### src/rtl/memshare_ib_remap_loader_if.sv
// Bundle of the loader's stream, decoder and rank-side signals.
// The loader uses the slave view; whatever drives the stream and decoder uses master.
interface memshare_ib_remap_loader_if #(
    parameter int QUAN_SIZE        = 4,
    parameter int SHARE_GROUP_SIZE = 4,
    parameter int COL_SEL_WIDTH    = 1,
    parameter int WDATA_SIZE       = 4
);
    logic                                      load_start_i;
    logic                                      load_abort_i;
    logic                                      remap_valid_i;
    logic                                      remap_ready_o;
    logic [WDATA_SIZE*SHARE_GROUP_SIZE-1:0]    remap_data_i;
    logic [COL_SEL_WIDTH*SHARE_GROUP_SIZE-1:0] dec_colSel_vec_i;
    logic [QUAN_SIZE*SHARE_GROUP_SIZE-1:0]     dec_c2v_msg_vec_i;
    logic [COL_SEL_WIDTH*SHARE_GROUP_SIZE-1:0] memShare_colSel_vec_o;
    logic [QUAN_SIZE*SHARE_GROUP_SIZE-1:0]     c2v_msg_vec_o;
    logic [WDATA_SIZE*SHARE_GROUP_SIZE-1:0]    remap_dataIn_vec_o;
    logic                                      nRemap_en_o;
    logic                                      busy_o;
    logic                                      load_done_o;

    modport slave (
        input  load_start_i, load_abort_i, remap_valid_i, remap_data_i,
               dec_colSel_vec_i, dec_c2v_msg_vec_i,
        output remap_ready_o, memShare_colSel_vec_o, c2v_msg_vec_o,
               remap_dataIn_vec_o, nRemap_en_o, busy_o, load_done_o
    );

    modport master (
        output load_start_i, load_abort_i, remap_valid_i, remap_data_i,
               dec_colSel_vec_i, dec_c2v_msg_vec_i,
        input  remap_ready_o, memShare_colSel_vec_o, c2v_msg_vec_o,
               remap_dataIn_vec_o, nRemap_en_o, busy_o, load_done_o
    );
endinterface

### src/rtl/memshare_ib_remap_loader.sv
// Write-side loader for a memory-shared VN IB-RAM rank: turns a valid/ready
// stream of remap words into active-low write strobes, walking the shared
// {column select, c2v} address space and broadcasting it to every element.
// Outside a load the decoder's address vectors pass straight through.
module memshare_ib_remap_loader #(
    parameter int QUAN_SIZE        = 4,
    parameter int SHARE_GROUP_SIZE = 4,
    parameter int COL_SEL_WIDTH    = 1,
    parameter int WDATA_SIZE       = 4,
    parameter int LOAD_CYCLE       = 32
) (
    input  logic                          sys_clk,
    input  logic                          rst,
    memshare_ib_remap_loader_if.slave     bus
);
    localparam int ADDR_W = COL_SEL_WIDTH + QUAN_SIZE;
    localparam int WD_W   = WDATA_SIZE * SHARE_GROUP_SIZE;
    localparam logic [ADDR_W-1:0] LAST_BEAT = ADDR_W'(LOAD_CYCLE - 1);

    typedef enum logic [1:0] {
        ST_IDLE = 2'd0,
        ST_LOAD = 2'd1,
        ST_DONE = 2'd2
    } state_t;

    state_t                              state_q, state_d;
    logic [ADDR_W-1:0]                   cnt_q, cnt_d;
    logic [ADDR_W-1:0]                   waddr_q, waddr_d;
    logic [WD_W-1:0]                     wdata_q, wdata_d;
    logic                                nen_q, nen_d;
    logic                                busy_q, busy_d;
    logic                                done_q, done_d;
    logic                                ready;
    logic                                accept;
    logic [COL_SEL_WIDTH*SHARE_GROUP_SIZE-1:0] col_sel_mux;
    logic [QUAN_SIZE*SHARE_GROUP_SIZE-1:0]     c2v_mux;

    // Abort drops ready in the same cycle so a coincident beat is never taken.
    assign ready  = (state_q == ST_LOAD) && !bus.load_abort_i;
    assign accept = ready && bus.remap_valid_i;

    // Next-state logic: FSM, beat counter and the registered write strobe/data/address.
    always_comb begin
        state_d = state_q;
        cnt_d   = cnt_q;
        waddr_d = waddr_q;
        wdata_d = wdata_q;
        nen_d   = 1'b1;
        busy_d  = busy_q;
        done_d  = 1'b0;
        case (state_q)
            ST_IDLE: begin
                if (bus.load_start_i) begin
                    state_d = ST_LOAD;
                    busy_d  = 1'b1;
                end
            end
            ST_LOAD: begin
                if (bus.load_abort_i) begin
                    state_d = ST_IDLE;
                    cnt_d   = '0;
                    busy_d  = 1'b0;
                end else if (accept) begin
                    wdata_d = bus.remap_data_i;
                    waddr_d = cnt_q;
                    nen_d   = 1'b0;
                    if (cnt_q == LAST_BEAT) begin
                        state_d = ST_DONE;
                        cnt_d   = '0;
                        done_d  = 1'b1;
                    end else begin
                        cnt_d = cnt_q + ADDR_W'(1);
                    end
                end
            end
            ST_DONE: begin
                state_d = ST_IDLE;
                busy_d  = 1'b0;
            end
            default: begin
                state_d = ST_IDLE;
                cnt_d   = '0;
                busy_d  = 1'b0;
            end
        endcase
    end

    // All loader state; reset releases the strobe immediately without waiting for a clock.
    always_ff @(posedge sys_clk or posedge rst) begin
        if (rst) begin
            state_q <= ST_IDLE;
            cnt_q   <= '0;
            waddr_q <= '0;
            wdata_q <= '0;
            nen_q   <= 1'b1;
            busy_q  <= 1'b0;
            done_q  <= 1'b0;
        end else begin
            state_q <= state_d;
            cnt_q   <= cnt_d;
            waddr_q <= waddr_d;
            wdata_q <= wdata_d;
            nen_q   <= nen_d;
            busy_q  <= busy_d;
            done_q  <= done_d;
        end
    end

    // Address mux: the write address is held while busy or strobing (covers the final
    // strobe in DONE), otherwise the decoder drives the rank.
    always_comb begin
        if (busy_q || !nen_q) begin
            col_sel_mux = {SHARE_GROUP_SIZE{waddr_q[ADDR_W-1:QUAN_SIZE]}};
            c2v_mux     = {SHARE_GROUP_SIZE{waddr_q[QUAN_SIZE-1:0]}};
        end else begin
            col_sel_mux = bus.dec_colSel_vec_i;
            c2v_mux     = bus.dec_c2v_msg_vec_i;
        end
    end

    assign bus.remap_ready_o         = ready;
    assign bus.memShare_colSel_vec_o = col_sel_mux;
    assign bus.c2v_msg_vec_o         = c2v_mux;
    assign bus.remap_dataIn_vec_o    = wdata_q;
    assign bus.nRemap_en_o           = nen_q;
    assign bus.busy_o                = busy_q;
    assign bus.load_done_o           = done_q;
endmodule

### src/flat_wrapper.sv
// flat-port wrapper written by rule: the top's interface ports become plain ports
module memshare_ib_remap_loader_flat 
#(
    parameter int QUAN_SIZE        = 4,
    parameter int SHARE_GROUP_SIZE = 4,
    parameter int COL_SEL_WIDTH    = 1,
    parameter int WDATA_SIZE       = 4,
    parameter int LOAD_CYCLE       = 32
)
  (sys_clk, rst, bus_load_start_i, bus_load_abort_i, bus_remap_valid_i, bus_remap_data_i, bus_dec_colSel_vec_i, bus_dec_c2v_msg_vec_i, bus_remap_ready_o, bus_memShare_colSel_vec_o, bus_c2v_msg_vec_o, bus_remap_dataIn_vec_o, bus_nRemap_en_o, bus_busy_o, bus_load_done_o);
  memshare_ib_remap_loader_if #(.QUAN_SIZE(QUAN_SIZE), .SHARE_GROUP_SIZE(SHARE_GROUP_SIZE), .COL_SEL_WIDTH(COL_SEL_WIDTH), .WDATA_SIZE(WDATA_SIZE)) bus_i ();
  input  logic sys_clk;
  input  logic rst;
  input wire logic [$bits(bus_i.load_start_i)-1:0] bus_load_start_i;
  input wire logic [$bits(bus_i.load_abort_i)-1:0] bus_load_abort_i;
  input wire logic [$bits(bus_i.remap_valid_i)-1:0] bus_remap_valid_i;
  input wire logic [$bits(bus_i.remap_data_i)-1:0] bus_remap_data_i;
  input wire logic [$bits(bus_i.dec_colSel_vec_i)-1:0] bus_dec_colSel_vec_i;
  input wire logic [$bits(bus_i.dec_c2v_msg_vec_i)-1:0] bus_dec_c2v_msg_vec_i;
  output wire logic [$bits(bus_i.remap_ready_o)-1:0] bus_remap_ready_o;
  output wire logic [$bits(bus_i.memShare_colSel_vec_o)-1:0] bus_memShare_colSel_vec_o;
  output wire logic [$bits(bus_i.c2v_msg_vec_o)-1:0] bus_c2v_msg_vec_o;
  output wire logic [$bits(bus_i.remap_dataIn_vec_o)-1:0] bus_remap_dataIn_vec_o;
  output wire logic [$bits(bus_i.nRemap_en_o)-1:0] bus_nRemap_en_o;
  output wire logic [$bits(bus_i.busy_o)-1:0] bus_busy_o;
  output wire logic [$bits(bus_i.load_done_o)-1:0] bus_load_done_o;
  assign bus_i.load_start_i = bus_load_start_i;
  assign bus_i.load_abort_i = bus_load_abort_i;
  assign bus_i.remap_valid_i = bus_remap_valid_i;
  assign bus_i.remap_data_i = bus_remap_data_i;
  assign bus_i.dec_colSel_vec_i = bus_dec_colSel_vec_i;
  assign bus_i.dec_c2v_msg_vec_i = bus_dec_c2v_msg_vec_i;
  assign bus_remap_ready_o = bus_i.remap_ready_o;
  assign bus_memShare_colSel_vec_o = bus_i.memShare_colSel_vec_o;
  assign bus_c2v_msg_vec_o = bus_i.c2v_msg_vec_o;
  assign bus_remap_dataIn_vec_o = bus_i.remap_dataIn_vec_o;
  assign bus_nRemap_en_o = bus_i.nRemap_en_o;
  assign bus_busy_o = bus_i.busy_o;
  assign bus_load_done_o = bus_i.load_done_o;
  memshare_ib_remap_loader #(.QUAN_SIZE(QUAN_SIZE), .SHARE_GROUP_SIZE(SHARE_GROUP_SIZE), .COL_SEL_WIDTH(COL_SEL_WIDTH), .WDATA_SIZE(WDATA_SIZE), .LOAD_CYCLE(LOAD_CYCLE)) u_core (.sys_clk(sys_clk), .rst(rst), .bus(bus_i));
endmodule
### config.mk
export PLATFORM = sky130hd
export DESIGN_NAME = memshare_ib_remap_loader_flat
export DESIGN_NICKNAME = d
export VERILOG_FILES = /design/src/rtl/memshare_ib_remap_loader_if.sv /design/src/rtl/memshare_ib_remap_loader.sv /design/src/flat_wrapper.sv
export SDC_FILE = /design/constraint.sdc
export NUM_CORES = 1
export LEC_CHECK = 0
export ABC_CLOCK_PERIOD_IN_PS = 2100
export CORE_MARGIN = 3
export CORE_UTILIZATION = 39
export CTS_BUF_LIST = sky130_fd_sc_hd__clkbuf_16
export DETAILED_ROUTE_END_ITERATION = 16
export PLACE_DENSITY = 0.76
export SETUP_SLACK_MARGIN = 0.2
export SLEW_MARGIN = 20
export SYNTH_ARGS = -nofsm -noshare
export SYNTH_HDL_FRONTEND = slang
export SYNTH_SLANG_ARGS = --single-unit
### constraint.sdc
create_clock -name sys_clk -period 2.1 [get_ports sys_clk]
set_clock_uncertainty 0.15 [all_clocks]
set_input_delay 0.42 -clock sys_clk [delete_from_list [all_inputs] [get_ports sys_clk]]
set_output_delay 0.42 -clock sys_clk [all_outputs]
set_load 0.02 [all_outputs]
# == After elaboration in Yosys (flattened, before gate mapping) ==
# Index checks and enable logic that the tools add are counted.
# word_totals
mem_bits_rw,0
memories,0
latchBits,0
wordCells,49
input_bits,41
register_bits,31
romBits,0
output_inout_bits,40
# op_classes
reduce_logical,11
n_eq_ne,7
shift,0
n_mux,21
bitwise_logic,2
multipliers,0
div_mod_pow,0
addsub,1
n_lt_le_gt_ge,0
# ops
operator,n
$mux W16,1
$mux W5,3
$pmux W5 S2,1
$mux W1,9
$mux W2,4
$reduce_and A3 Y1,2
$add A5 B1 Y5 const B,1
$eq A5 B5 Y1 const B,1
$mux W4,1
$ne A2 B2 Y1 const B,2
$pmux W2 S2,1
$reduce_and A2 Y1,2
$ne A3 B2 Y1 const B,1
$ne A3 B3 Y1 const B,1
$eq A2 B1 Y1 const B,1
$eq A2 B2 Y1 const B,1
$logic_and A1 B1 Y1,2
$logic_not A1 Y1,2
$logic_not A2 Y1,1
$not A1 Y1,2
$pmux W1 S2,1
$reduce_or A2 Y1,1
$logic_or A1 B1 Y1,1

# == Longest topological paths before layout ==
# Gate-level depths: netlist of the first run.
# depth
word_depth,6
ltp_mapped,7
mapped_depth_nobuf,6

# == Worst setup path before layout of the first run ==
# OpenSTA, ideal clock, no wires.
# synth_timing
path_kind,reg2out
startpoint,"register u_core.nen_q, in the netlist u_core.bus.nRemap_en_o"
endpoint,output bus_c2v_msg_vec_o[0]
path_stages_with_launch,4
slack_ns,0.183
arrival_time_ns,1.347
required_ns,1.530
n_path_buf,1
cell_sequence,dfstp_2 > nor2b_1 > buf_2 > a21o_1
# synth_via
elab_chain_len,3
# synth_lines
item,line,rtl
"start, declared",memshare_ib_remap_loader.sv:30,"logic nen_q, nen_d;"
"start signal, assigned",memshare_ib_remap_loader.sv:103,nen_q <= nen_d;
$logic_not A1 Y1,memshare_ib_remap_loader.sv:112,if (busy_q || !nen_q) begin
$logic_or A1 B1 Y1,memshare_ib_remap_loader.sv:112,
$mux W16,memshare_ib_remap_loader.sv:112,
"end, declared",flat_wrapper.sv:22,output wire logic [$bits(bus_i.c2v_msg_vec_o)-1:0] bus_c2v_msg_vec_o;
# Every way passes these cells.

# == Final worst setup path of the first run ==
# layout_timing
startpoint,"register u_core.nen_q, in the netlist u_core.bus.nRemap_en_o"
endpoint,output bus_c2v_msg_vec_o[1]
# Same word-level chain as after synthesis.

==> results of run 1 <==
state kept, by name, indices dropped and copies added (netlist names):
| name | cells |
|---|---|
| u_core.bus.nRemap_en_o | 1 |
| u_core.state_q | 2 |
| u_core.waddr_q | 5 |
| u_core.bus.remap_dataIn_vec_o | 16 |
| u_core.bus.load_done_o | 1 |
| u_core.cnt_q | 5 |
| u_core.bus.busy_o | 1 |
path summary, 6_finish.rpt:
kind | end | slack [ns] | cells past startpoint
max in group asynchronous | u_core.bus.nRemap_en_o$_DFF_PP1_ | 1.10 | 3
min in group asynchronous | u_core.bus.remap_dataIn_vec_o[5]$_DFFE_PP0P_ | 0.38 | 3
min | u_core.bus.remap_dataIn_vec_o[5]$_DFFE_PP0P_ | 0.32 | 2
max | bus_c2v_msg_vec_o[1] | 0.05 | 5
min reg2reg | u_core.bus.remap_dataIn_vec_o[5]$_DFFE_PP0P_ | 0.32 | 2
max reg2reg | u_core.cnt_q[3]$_DFFE_PP0P_ | 0.26 | 6
cell usage in the layout (no fill, tap or decap), drive strengths merged, types with 2 or more instances in the layout:
| cell type | Yosys | final |
|---|---|---|
| nor2b | 6 | 6 |
| nand2b | 3 | 3 |
| dlygate4sd2 | 0 | 2 |
| nand2 | 65 | 65 |
| ha | 2 | 2 |
| clkbuf | 0 | 6 |
| inv | 4 | 5 |
| clkdlybuf4s50 | 0 | 56 |
| dfrtp | 30 | 30 |
| o21ai | 5 | 5 |
| nor4b | 2 | 2 |
| o31ai | 2 | 2 |
| buf | 9 | 35 |
| a21o | 20 | 20 |
| and2 | 2 | 2 |
| a21oi | 2 | 2 |
kinds of logic (layout without fill, tap and decap cells):
| kind of cell | count (synthesis) | after routing | share of synthesized area (%) |
|---|---|---|---|
| and+or+nand+nor | 84 | 84 | 25.7 |
| adders and majority gates | 2 | 2 | 1.65 |
| DFF | 31 | 31 | 51.1 |
| buffers and inverters | 13 | 107 | 6.09 |
| AOI/OAI and AO/OA | 32 | 32 | 14.8 |
| muxes | 1 | 1 | 0.658 |
per-layer routing:
layer,global-route usage [%],routed length [um],up-vias
li1,-,-,718
met1,18.2,1540,674
met2,29.9,1780,75
met3,9.20,565,0
met4,2.98,0,0
met5,0,0,-
repair_timing:
item | 4_1_cts | 5_1_grt
pin swaps | 0 | 1
hold buffers | 0 | 0
gates cloned | 1 | 0
endpoints found under the setup margin | 24 | 30
setup buffers | 4 | 1
gates resized for setup | 91 | 32
Yosys cell counts:
| cell type | number | share of area, % |
|---|---|---|
| o31ai_1 | 2 | 0.99 |
| a22oi_1 | 1 | 0.49 |
| nor3b_1 | 1 | 0.49 |
| o21ai_0 | 5 | 1.6 |
| buf_4 | 3 | 1.5 |
| ha_1 | 2 | 1.6 |
| nor2b_1 | 6 | 2.5 |
| nor3_1 | 1 | 0.33 |
| dfrtp_1 | 30 | 49 |
| a221oi_1 | 1 | 0.58 |
| dfstp_2 | 1 | 1.7 |
| and3_1 | 1 | 0.41 |
| nor4b_1 | 2 | 1.2 |
| nand2b_4 | 1 | 0.91 |
| nor4bb_4 | 1 | 1.6 |
| a21o_1 | 20 | 9.9 |
| buf_2 | 2 | 0.66 |
| mux2i_1 | 1 | 0.66 |
| nand2b_1 | 2 | 0.82 |
| a21oi_1 | 2 | 0.66 |
| buf_6 | 4 | 3.0 |
| inv_2 | 1 | 0.25 |
| a22o_1 | 1 | 0.58 |
| inv_1 | 3 | 0.74 |
| nand3_1 | 1 | 0.33 |
| nor2_1 | 1 | 0.25 |
| nand2_1 | 65 | 16 |
| and2_1 | 2 | 0.82 |
tightest hold or removal path: stages (launching register included):
cell	delay [ns]
dfrtp_1	0.33
nand2_1	0.05
nand2_1	0.05
through the flow:
| step | setup slack, ns | hold slack [ns] | area [sq um] | utilization (%) | total power (W) |
|---|---|---|---|---|---|
| floorplan | 0.282 | 0.287 | 1520 | - | 0.00124 |
| global placement | -0.100 | 0.301 | 2390 | 64.2 | 0.00166 |
| detailed placement | -0.108 | 0.309 | 2390 | 64.2 | 0.00168 |
| CTS | 0.0527 | 0.320 | 2510 | 67.4 | 0.00232 |
| global route | -0.0278 | 0.348 | 2600 | 70.0 | 0.00252 |
| finish | 0.0462 | 0.319 | 2600 | 70.0 | 0.00238 |
area by class of cell:
type / count / share of cell area [%]
clock inverters: 3 / 0.626
inverters: 4 / 0.577
well taps: 48 / 2.31
clock buffers: 5 / 4.81
multi-input cells: 119 / 26.2
repair buffers: 95 / 35.6
flip-flops and latches: 31 / 29.9
where the power goes:
| group | internal, W | switching, W | total (W) | leakage [nW] |
|---|---|---|---|---|
| sequential | 0.000710 | 0.0000794 | 0.000789 | 0.395 |
| clock | 0.000431 | 0.000236 | 0.000666 | 0.0710 |
| combinational | 0.000485 | 0.000442 | 0.000927 | 0.922 |
==> qor.txt, run 1 <==
========================================================================================
Die width .................................................................      68.4 um
Required time of the worst setup path .....................................      1.53 ns
CTS max path bufs .........................................................            2
Number of detailed-routing iterations run before antenna repair ...........            5
PwrDens ...................................................................  916 nW/um^2
Number of failing setup endpoints in the final timing report ..............            0
Status .................................................................... finished, final reports clean
Pin count of the biggest net entering global routing ......................           32
Hold path start ........................................................... u_core.bus.remap_dataIn_vec_o[5]$_DFFE_PP0P_
Reg clk slew, reported paths ..............................................      0.05 ns
Min-delay worst type ......................................................      reg2reg
Bufs and invs on worst path ...............................................            2
Mean cell area of the mapped netlist ......................................   9.33 sq um
Starting density of the core ..............................................        40.9%
Cell chosen for the clock root ............................................    clkbuf_16
Static leakage power ......................................................      1.39 nW
RSZ-0062 raised after global routing ......................................          yes
Data arrival time at the worst-slack endpoint .............................      1.48 ns
Mapped Cells ..............................................................          163
Placement row count .......................................................           22
Area grow syn2layout ......................................................        71.0%
Number of global-route vias before repair .................................         1410
Number of buffers created by CTS ..........................................            5
Category of the critical setup timing path ................................      reg2out
Portion of the clock cycle consumed by the worst path in the final layout .        97.8%
Fill cell count ...........................................................          306
DP Wirelength .............................................................      2690 um
Total number of nets in the final design ..................................          299
Fraction of final layout cells sized beyond drive strength 1 ..............        21.4%
Clk Latency, worst-skew pair ..............................................      0.27 ns
Final Hold Violating Endpoints ............................................            0
Standard cell with the maximum stage delay on the critical path ...........      dfstp_2
Kind of launch point of the worst setup path ..............................    flip-flop
Net count after synthesis .................................................          206
Ant diodes ................................................................            0
Number of cells after detailed placement ..................................          291
Die Y .....................................................................      68.4 um
Number of sinks driven by the clock tree ..................................           31
Vias ......................................................................         1467
Area of the mapped netlist ................................................   1520 sq um
Initial antenna violation count ...........................................            0
Non-filler cells, final ...................................................          305
Placeable core area .......................................................   3720 sq um
Max Clk Rate ..............................................................      487 MHz
Post-route antenna net violation count ....................................            0
Peak per-stage delay on the critical path .................................      0.52 ns
List of cells traversed by the critical path .............................. nor2b_4 > buf_12 > nor2b_1 > a21o_1 > buf_2
Maximum resistive drop on vdd .............................................     0.773 mV
Synth unique cells ........................................................           28
Sum of routed wire length over all layers .................................      3890 um
Clock tree from TritonCTS .................................................         done
Storage cell area .........................................................    777 sq um
# DRC .....................................................................            0
Die area ..................................................................   4680 sq um
H-tree depth reported by CTS ..............................................            2
Drt initial violations ....................................................           16
Final RePlAce weighted congestion .........................................        0.790
Max_slew headroom .........................................................        69.7%
Number of synthesized register bits .......................................           31
Kind of end point of the critical path .................................... primary output
Number of max-cap violations ..............................................            0
Overall routing resource usage ............................................        17.1%
Routed length per placed instance .........................................      12.8 um
Multi-input logic area ....................................................    682 sq um
CP max FO .................................................................           10
Final max-slew violation count ............................................            0
Top cell family by delay on the critical path .............................   flip-flops
Register area share after synthesis .......................................        51.1%
Global route overflow .....................................................            0
Number of I/O pins ........................................................           81
Number of vias per cell ...................................................         4.81
IO Port Bufs ..............................................................           80
Startpoint of the most critical register-to-register path ................. u_core.cnt_q[0]$_DFFE_PP0P_
Minimum clock period ......................................................      2.05 ns
Setup TNS .................................................................         0 ns
Start point of the critical path .......................................... u_core.bus.nRemap_en_o$_DFF_PP1_
Tightest Pin Transition ...................................................     0.450 ns
First-pass GRT wire length ................................................      6100 um
Number of synthesis warnings ..............................................            0
========================================================================================
Power figures use the tool's default switching activity.
==> run 2: changes to the inputs <==
--- a/config.mk
+++ b/config.mk
@@ -10,7 +10,9 @@
 export CORE_UTILIZATION = 39
 export CTS_BUF_LIST = sky130_fd_sc_hd__clkbuf_16
 export DETAILED_ROUTE_END_ITERATION = 16
+export GPL_TIMING_DRIVEN = 0
 export PLACE_DENSITY = 0.76
+export RECOVER_POWER = 50
 export SETUP_SLACK_MARGIN = 0.2
 export SLEW_MARGIN = 20
 export SYNTH_ARGS = -nofsm -noshare
==> run 2 against run 1 <==
Die area did not move. Fmax fell by 0.10%. Combinational power fell by 6.6%. Routed wire length fell by 1.1%. Non-clock buffer count fell by 4. First-iteration DRC count rose by 130%. Sequential share of layout area rose by 1.3 points. Largest power group unchanged.
==> qor.txt, run 2 (synthesis results as in run 1) <==
========================================================================================
Status .................................................................... finished, final reports clean
PwrDens ...................................................................  923 nW/um^2
Clk Latency, worst-skew pair ..............................................      0.27 ns
Pin count of the biggest net entering global routing ......................           32
Capture point of the worst reg-to-reg path ................................ u_core.cnt_q[3]$_DFFE_PP0P_
Kind of launch point of the worst setup path ..............................    flip-flop
Ant diodes ................................................................            0
Placeable core area .......................................................   3720 sq um
Sum of routed wire length over all layers .................................      3850 um
Final design utilization ..................................................        67.0%
H-tree depth reported by CTS ..............................................            2
Clock tree from TritonCTS .................................................         done
Hold Path Depth ...........................................................            2
CP max FO .................................................................            5
Top cell by count, worst path .............................................        buf_6
Number of max-cap violations ..............................................            0
Power after layout ........................................................    0.00230 W
Total placed instance area ................................................   2370 sq um
Bufs and invs on worst path ...............................................            3
Global route overflow .....................................................            0
Number of buffers created by CTS ..........................................            5
Data arrival time at the worst-slack endpoint .............................      1.49 ns
Multi-input logic area ....................................................    656 sq um
Overall routing resource usage ............................................        16.3%
Drt initial violations ....................................................           36
# DRC .....................................................................            0
First-pass GRT wire length ................................................      5660 um
Final Hold Violating Endpoints ............................................            0
Maximum resistive drop on vdd .............................................     0.562 mV
Post-route antenna net violation count ....................................            0
Fill cell count ...........................................................          322
Initial antenna violation count ...........................................            0
Storage cell area .........................................................    777 sq um
Placement row count .......................................................           22
Die Y .....................................................................      68.4 um
Max Clk Rate ..............................................................      486 MHz
Number of failing setup endpoints in the final timing report ..............            0
Vias ......................................................................         1441
Final max-slew violation count ............................................            0
Number of detailed-routing iterations run before antenna repair ...........            4
Startpoint of the most critical register-to-register path ................. u_core.cnt_q[0]$_DFFE_PP0P_
CTS max path bufs .........................................................            2
Fraction of final layout cells sized beyond drive strength 1 ..............        17.5%
Category of the critical setup timing path ................................      reg2out
Commonest non-fill, non-tap cell in the layout ............................      nand2_1
Area grow syn2layout ......................................................        63.7%
Tightest Pin Transition ...................................................      1.15 ns
Peak per-stage delay on the critical path .................................      0.53 ns
Number of cells traversed by the worst register-to-register path ..........            5
List of cells traversed by the critical path .............................. nor2b_4 > buf_6 > buf_6 > a21o_1 > buf_6
Cell chosen for the clock root ............................................    clkbuf_16
Worst Hold Path EP ........................................................ u_core.waddr_q[3]$_DFFE_PP0P_
Max_slew headroom .........................................................        23.5%
Total number of nets in the final design ..................................          296
Standard cell with the maximum stage delay on the critical path ...........      dfstp_2
Worst setup slack for register-to-register paths ..........................      0.28 ns
Reg clk slew, reported paths ..............................................      0.04 ns
Final instance area .......................................................   2490 sq um
Hold path start ........................................................... u_core.waddr_q[3]$_DFFE_PP0P_
RSZ-0062 raised after global routing ......................................          yes
Final RePlAce weighted congestion .........................................        0.761
DP Wirelength .............................................................      2700 um
Top cell family by delay on the critical path .............................   flip-flops
Portion of the clock cycle consumed by the worst path in the final layout .        97.9%
Die width .................................................................      68.4 um
Minimum clock period ......................................................      2.06 ns
Most used cells in the layout excluding fill and tap cells ................ nand2_1, clkdlybuf4s50_1, dfrtp_1
Starting density of the core ..............................................        40.9%
Hold bufs inserted after CTS ..............................................            0
Number of sinks driven by the clock tree ..................................           31
Number of vias per cell ...................................................         4.80
Non-filler cells, final ...................................................          300
Number of I/O pins ........................................................           81
Number of global-route vias before repair .................................         1347
Number of cells after detailed placement ..................................          290
Static leakage power ......................................................      1.34 nW
IO Port Bufs ..............................................................           79
Die area ..................................................................   4680 sq um
Flip-flop count of the largest register, all copies and words added .......           16
Required time of the worst setup path .....................................      1.53 ns
Routed length per placed instance .........................................      12.8 um
Kind of end point of the critical path .................................... primary output
Min-delay worst type ......................................................      reg2reg
========================================================================================
-- run 2: changes by cell type in the layout (fill, tap and decap cells not counted), sizes merged --
| cell | delta |
|---|---|
| buf | -4 |
| clkbuf | +1 |
| clkdlybuf4s50 | -3 |
| clkinv | -1 |
| clkinvlp | -1 |
| dlygate4sd3 | +3 |
| dlymetal6s2s | -1 |
| nor2b | +1 |
-- run 2: worst register-to-register path, stage by stage, from the launching register on --
cell and delay [ns]:
dfrtp_1 0.42, ha_1 0.25, and3_1 0.19, ha_1 0.25
nand2b_1 0.23, o31ai_1 0.24
-- run 2: stage by stage --
stage | setup TNS (ns) | setup slack, ns | hold WS, ns
final | 0 | 0.0441 | 0.315
after global routing | -0.0522 | -0.0205 | 0.345
after CTS | -0.378 | -0.0542 | 0.320
after detailed placement | -5.12 | -0.270 | 0.308
after global placement | -4.86 | -0.266 | 0.300
after floorplan | 0 | 0.282 | 0.287
-- run 2: worst max-delay path by stage --
stage,endpoint,slack (ns),start,cells past startpoint
finish,bus_c2v_msg_vec_o[9],0.04,u_core.bus.nRemap_en_o$_DFF_PP1_,5
global route,bus_c2v_msg_vec_o[9],-0.02,u_core.bus.nRemap_en_o$_DFF_PP1_,5
CTS,bus_memShare_colSel_vec_o[1],-0.05,u_core.bus.nRemap_en_o$_DFF_PP1_,4
detailed placement,bus_c2v_msg_vec_o[4],-0.27,u_core.bus.nRemap_en_o$_DFF_PP1_,4
global placement,bus_c2v_msg_vec_o[0],-0.27,u_core.bus.nRemap_en_o$_DFF_PP1_,4
floorplan,bus_c2v_msg_vec_o[0],0.28,u_core.bus.nRemap_en_o$_DFF_PP1_,3
-- run 2: per-layer routing --
layer,vias up,global-route usage (%),wire length (um),share of wire (%)
met4,0,4.47,30,0.78
met2,72,26.6,1730,45
met5,-,0,0,0
li1,710,-,-,-
met3,2,8.70,549,14
met1,657,18.5,1540,40
-- run 2: timing repair --
item | CTS | global route
cloned | 0 | 3
pin swaps | 0 | 2
buffers inserted | 0 | 1
resized for setup | 91 | 28
setup endpoints to repair | 22 | 22
-- run 2: report_power, final --
part	switching, W	leakage [nW]	internal [W]	total, W
Combinational	0.000426	0.881	0.000440	0.000866
Clock	0.000224	0.0669	0.000418	0.000642
Sequential	0.0000785	0.395	0.000710	0.000789
Total	0.000728	1.34	0.00157	0.00230
-- run 2: final cells by class --
cell class,count,area share (%)
Timing Repair Buffer,82,30.7
Clock buffer,5,5.03
Tap cell,48,2.41
Sequential cell,31,31.2
Clock inverter,1,0.151
Multi-Input combinational cell,120,26.3
Inverter,4,0.603
Buffer,9,3.52
==> run 3: changes to the inputs <==
--- a/config.mk
+++ b/config.mk
@@ -10,6 +10,7 @@
 export CORE_UTILIZATION = 39
 export CTS_BUF_LIST = sky130_fd_sc_hd__clkbuf_16
 export DETAILED_ROUTE_END_ITERATION = 16
+export GPL_ROUTABILITY_DRIVEN = 1
 export GPL_TIMING_DRIVEN = 0
 export PLACE_DENSITY = 0.76
 export RECOVER_POWER = 50
==> results of run 3 <==
Same layout as run 2: the final DEF is identical, and so are final timing and power.
